## src/rtl/mux_rr_arbiter.sv

```systemverilog
// Round-robin arbiter driving the select of a shared 2:1-style mux, with burst hold.
// Optional forced release after MAX_HOLD grant cycles when ARB_TIMEOUT_EN is defined.
module mux_rr_arbiter #(
    parameter int unsigned NUM_REQ  = 2,
    parameter int unsigned MAX_HOLD = 8
) (
    input  logic                       clk,
    input  logic                       rst,
    input  logic [NUM_REQ-1:0]         req_i,
    input  logic [NUM_REQ-1:0]         last_i,
    output logic [NUM_REQ-1:0]         gnt_o,
    output logic [$clog2(NUM_REQ)-1:0] sel_o,
    output logic                       valid_o,
    output logic                       timeout_o
);

    localparam int unsigned SEL_W = $clog2(NUM_REQ);

    if (NUM_REQ < 2 || NUM_REQ > 8 || MAX_HOLD < 1) begin : g_param_check
        $error("mux_rr_arbiter: NUM_REQ must be 2..8 and MAX_HOLD >= 1");
    end

    typedef enum logic {
        IDLE  = 1'b0,
        GRANT = 1'b1
    } state_e;

    state_e             state_q, state_d;
    logic [NUM_REQ-1:0] gnt_q, gnt_d;
    logic [SEL_W-1:0]   sel_q, sel_d;
    logic [SEL_W-1:0]   ptr_q, ptr_d;
    logic               valid_q, valid_d;

    logic [SEL_W-1:0]   scan_start;
    logic [SEL_W-1:0]   win_idx;
    logic               win_found;
    logic               owner_req;
    logic               owner_last;
    logic               expire;
    logic               rel;

`ifdef ARB_TIMEOUT_EN
    localparam int unsigned    HOLD_W    = (MAX_HOLD > 1) ? $clog2(MAX_HOLD) : 1;
    localparam logic [HOLD_W-1:0] HOLD_LAST = HOLD_W'(MAX_HOLD - 1);

    logic [HOLD_W-1:0] hold_q, hold_d;
    logic              timeout_q, timeout_d;
`endif

    // First set request after 'start', wrapping; 'start' itself is checked last.
    function automatic logic [SEL_W:0] pick(input logic [NUM_REQ-1:0] r,
                                            input logic [SEL_W-1:0]   start);
        logic             found;
        logic [SEL_W-1:0] idx;
        int unsigned      j;
        found = 1'b0;
        idx   = '0;
        for (int unsigned k = NUM_REQ; k >= 1; k--) begin
            j = (32'(start) + k) % NUM_REQ;
            if (r[SEL_W'(j)]) begin
                found = 1'b1;
                idx   = SEL_W'(j);
            end
        end
        return {found, idx};
    endfunction

    assign scan_start             = (state_q == GRANT) ? sel_q : ptr_q;
    assign {win_found, win_idx}   = pick(req_i, scan_start);
    assign owner_req              = req_i[sel_q];
    assign owner_last             = last_i[sel_q];

    always_comb begin
        state_d = state_q;
        gnt_d   = gnt_q;
        sel_d   = sel_q;
        valid_d = valid_q;
        ptr_d   = ptr_q;
        expire  = 1'b0;
`ifdef ARB_TIMEOUT_EN
        hold_d    = hold_q;
        timeout_d = 1'b0;
        expire    = (hold_q == HOLD_LAST);
`endif
        rel = !owner_req || owner_last || expire;

        unique case (state_q)
            IDLE: begin
                if (win_found) begin
                    state_d = GRANT;
                    gnt_d   = NUM_REQ'(1) << win_idx;
                    sel_d   = win_idx;
                    valid_d = 1'b1;
`ifdef ARB_TIMEOUT_EN
                    hold_d  = '0;
`endif
                end
            end
            GRANT: begin
                if (rel) begin
                    ptr_d = sel_q;
                    if (win_found) begin
                        gnt_d = NUM_REQ'(1) << win_idx;
                        sel_d = win_idx;
                    end else begin
                        state_d = IDLE;
                        gnt_d   = '0;
                        valid_d = 1'b0;
                    end
`ifdef ARB_TIMEOUT_EN
                    hold_d    = '0;
                    // last or a dropped request on the expiry edge is an ordinary release
                    timeout_d = expire && owner_req && !owner_last;
`endif
                end
`ifdef ARB_TIMEOUT_EN
                else if (hold_q != HOLD_LAST) begin
                    hold_d = hold_q + HOLD_W'(1);
                end
`endif
            end
            default: begin
                state_d = IDLE;
            end
        endcase
    end

    always_ff @(posedge clk or posedge rst) begin
        if (rst) begin
            state_q <= IDLE;
            gnt_q   <= '0;
            sel_q   <= '0;
            valid_q <= 1'b0;
            ptr_q   <= SEL_W'(NUM_REQ - 1);
        end else begin
            state_q <= state_d;
            gnt_q   <= gnt_d;
            sel_q   <= sel_d;
            valid_q <= valid_d;
            ptr_q   <= ptr_d;
        end
    end

`ifdef ARB_TIMEOUT_EN
    always_ff @(posedge clk or posedge rst) begin
        if (rst) begin
            hold_q    <= '0;
            timeout_q <= 1'b0;
        end else begin
            hold_q    <= hold_d;
            timeout_q <= timeout_d;
        end
    end

    assign timeout_o = timeout_q;
`else
    assign timeout_o = 1'b0;
`endif

    assign gnt_o   = gnt_q;
    assign sel_o   = sel_q;
    assign valid_o = valid_q;

endmodule
```

## config.mk

```make
export PLATFORM = sky130hd
export DESIGN_NAME = mux_rr_arbiter
export DESIGN_NICKNAME = d
export VERILOG_FILES = /design/src/rtl/mux_rr_arbiter.sv
export SDC_FILE = /design/constraint.sdc
export NUM_CORES = 1
export LEC_CHECK = 0
export CAP_MARGIN = 20
export CORE_AREA = 2 2 39 41
export DETAILED_ROUTE_END_ITERATION = 8
export DIE_AREA = 0 0 41 43
export GPL_TIMING_DRIVEN = 0
export HOLD_SLACK_MARGIN = 0.06
export PLACE_DENSITY = 0.46
export SLEW_MARGIN = 10
export SYNTH_ARGS = -nofsm -noshare
export SYNTH_HDL_FRONTEND = slang
export SYNTH_SLANG_ARGS = --single-unit
```

## constraint.sdc

```tcl
create_clock -name clk -period 1.7 [get_ports clk]
set_clock_uncertainty 0.05 [all_clocks]
set_input_delay 0.34 -clock clk [delete_from_list [all_inputs] [get_ports clk]]
set_output_delay 0.34 -clock clk [all_outputs]
set_load 0.005 [all_outputs]
```

==> metrics.txt <==
crit path max fanout=6; Area growth syn-to-layout=42.1%; critical path's top delay family=buffers and inverters; largest net degree at the start of global routing=7; global-route wire length before repair=869 um; synthesized instance count=29; via count=251; CP max stage cell=clkdlybuf4s50_1; Die W=about 40 um; Crit Path Class=reg2out; most instantiated cells after synthesis=dfrtp_1 (5), inv_1 (3), a21oi_1 (2); net count after synthesis=35; total of max-cap violations=0; worst skew pair latency=0.25 ns; Post-Syn Area=~320 um2; n_diodes=0; Finished Cell Area=460 um2; Vias/cell=4.33; Post CTS Setup Buffer Count=0; Synth Flop Type=dfrtp_1; CP endpoint kind=output pin; final wirelength=a little under 600 um; worst min path class=in2async; top cells by area, synth=dfrtp_1 (39%), dfstp_2 (8.1%), mux2_4 (4.6%); clk sinks=6; Port Buffers=9; critical path depth in cells=1; TritonRoute pass-1 iters=4; Rows=14; clk root buf=clkbuf_4; crit path from=sel_o; slowest stage delay, CP=0.53 ns; core area=1380 um2; Final GP Congestion=just under 0.7; H-tree Lvls=1; # setup viols final=0; Total Power=0.453 mW; worst r2r path cells=3; final non-filler cell total=between 50 and 60; DR WL/cell=10.2 um; hold bufs inserted after CTS=0; Req. time, crit path=1.31 ns; DRC=0; CTS clock-pin slew for the worst setup and hold paths=0.05 ns; register area share after synthesis=46.7%; crit path cell chain=clkdlybuf4s50_1; unrepaired setup endpoints after global routing=false; Initial Util=23.4%; CP bufs+invs=1; Yosys top cell by area=dfrtp_1; Yosys cell types=22; initial antenna violation count=0; P per Cell Area=roughly 1000 nW/um2; Post-DRT Antenna Nets=0; post-synthesis register bit count=6; Die Y=about 43 um; minimum clock period=1.57 ns; CTS tree=built; outcome=complete, no violations; post-synthesis async set-or-reset flop share=100%; R2R setup slack=0.35 ns; gr ovfl total=0; Post-synth EDFFs=0; DP Area=between 400 and 500 um2; Max Slew Vio Count=0; RR Endpoint=sel_o; CP Launch Type=flop; Post-CTS Resized=0; DR iter-0 viols=4; Period Utilization, post-route=92.6%; most common cell in the synthesized netlist=dfrtp_1; peak supply drop=0.359 mV; Static Leakage=0.199 nW; Total GRT Usage=7.81%; Yosys top cell area share=38.6%; reg-to-reg critical path startpoint=sel_o; IO Count=11; Num CTS Buffers=3; Peak Freq=about 640 MHz; placed insts=54; share of cells above drive strength 1=21.4%; nets=49; Clock Path Buffers=2; final count of hold timing violations=0; CP Data Arrival Time=1.18 ns; Syn Area/Cell=11.2 um2; Fill cells=146; synth warn=0; number of global-route vias before repair=roughly 230; die area=roughly 1800 um2
[worst max-delay path by stage]
stage	to
final	sel_o
after global routing	sel_o
after detailed placement	sel_o
after floorplan	sel_o
after CTS	sel_o
after global placement	sel_o
[final cells by class]
| cell class | instances | area, um2 | share of cell area [%] |
|---|---|---|---|
| Clock buffer | 4 | 26.3 | 5.71 |
| Timing Repair Buffer | 9 | 90.1 | 19.6 |
| Tap cell | 16 | 20.0 | 4.35 |
| Sequential cell | 6 | 151 | 32.9 |
| Buffer | 2 | 18.8 | 4.08 |
| Inverter | 3 | 11.3 | 2.45 |
| Multi-Input combinational cell | 18 | 143 | 31.0 |
[flip-flops by register name (all words and copies together), names as in the netlist]
signal	flops
gnt_o	2
sel_o	1
state_q	1
valid_o	1
ptr_q	1
[metrics by stage]
step / hold WS, ns / utilization, % / setup WS, ns / TNS [ns]
after floorplan: 0.0802 / - / 0.413 / 0
after detailed placement: 0.438 / 31.4 / -0.0729 / -0.0899
final: 0.252 / 33.3 / 0.126 / 0
after CTS: 0.257 / 33.3 / 0.112 / 0
after global placement: 0.429 / 31.4 / -0.0812 / -0.110
after global routing: 0.292 / 33.3 / 0.0745 / 0
[placed cells by master (no fill, tap or decap)]
cell / n
dfstp_2: 1
nand4bb_1: 1
nand3_1: 1
mux2_2: 1
a21boi_1: 1
o2bb2ai_1: 1
nor2b_1: 1
clkbuf_1: 1
a21oi_1: 2
buf_6: 1
inv_1: 3
o211ai_1: 1
maj3_1: 1
conb_1: 1
dfrtp_1: 5
clkdlybuf4s50_1: 9
and3_4: 1
o21ai_0: 1
nand2b_1: 1
nand4b_1: 1
or2_1: 1
mux2_4: 1
clkbuf_4: 3
buf_4: 1
a22o_1: 1
[layer usage]
| metal | up-vias | track usage, % | routed length (um) |
|---|---|---|---|
| li1 | 131 | - | - |
| met1 | 108 | 9.97 | 296 |
| met2 | 10 | 9.06 | 228 |
| met3 | 2 | 3.14 | 53 |
| met4 | 0 | 8.00 | 12 |
| met5 | - | 0 | 0 |
[cell families after synthesis]
group / synth area share, %
AO/OA/AOI/OAI: 14.7
AND/OR/NAND/NOR: 17.0
flip-flops: 46.7
buffers and inverters: 9.27
multiplexers: 8.11
adder cells (fa/ha/maj): 3.09
other: 1.16
[report_power, final]
group          switching, mW  total, mW  internal (mW)
logic                 0.0384      0.117         0.0782
clock network         0.0558      0.145         0.0892
registers             0.0192      0.192          0.173
Note: power is estimated with default switching activity, not from simulation.
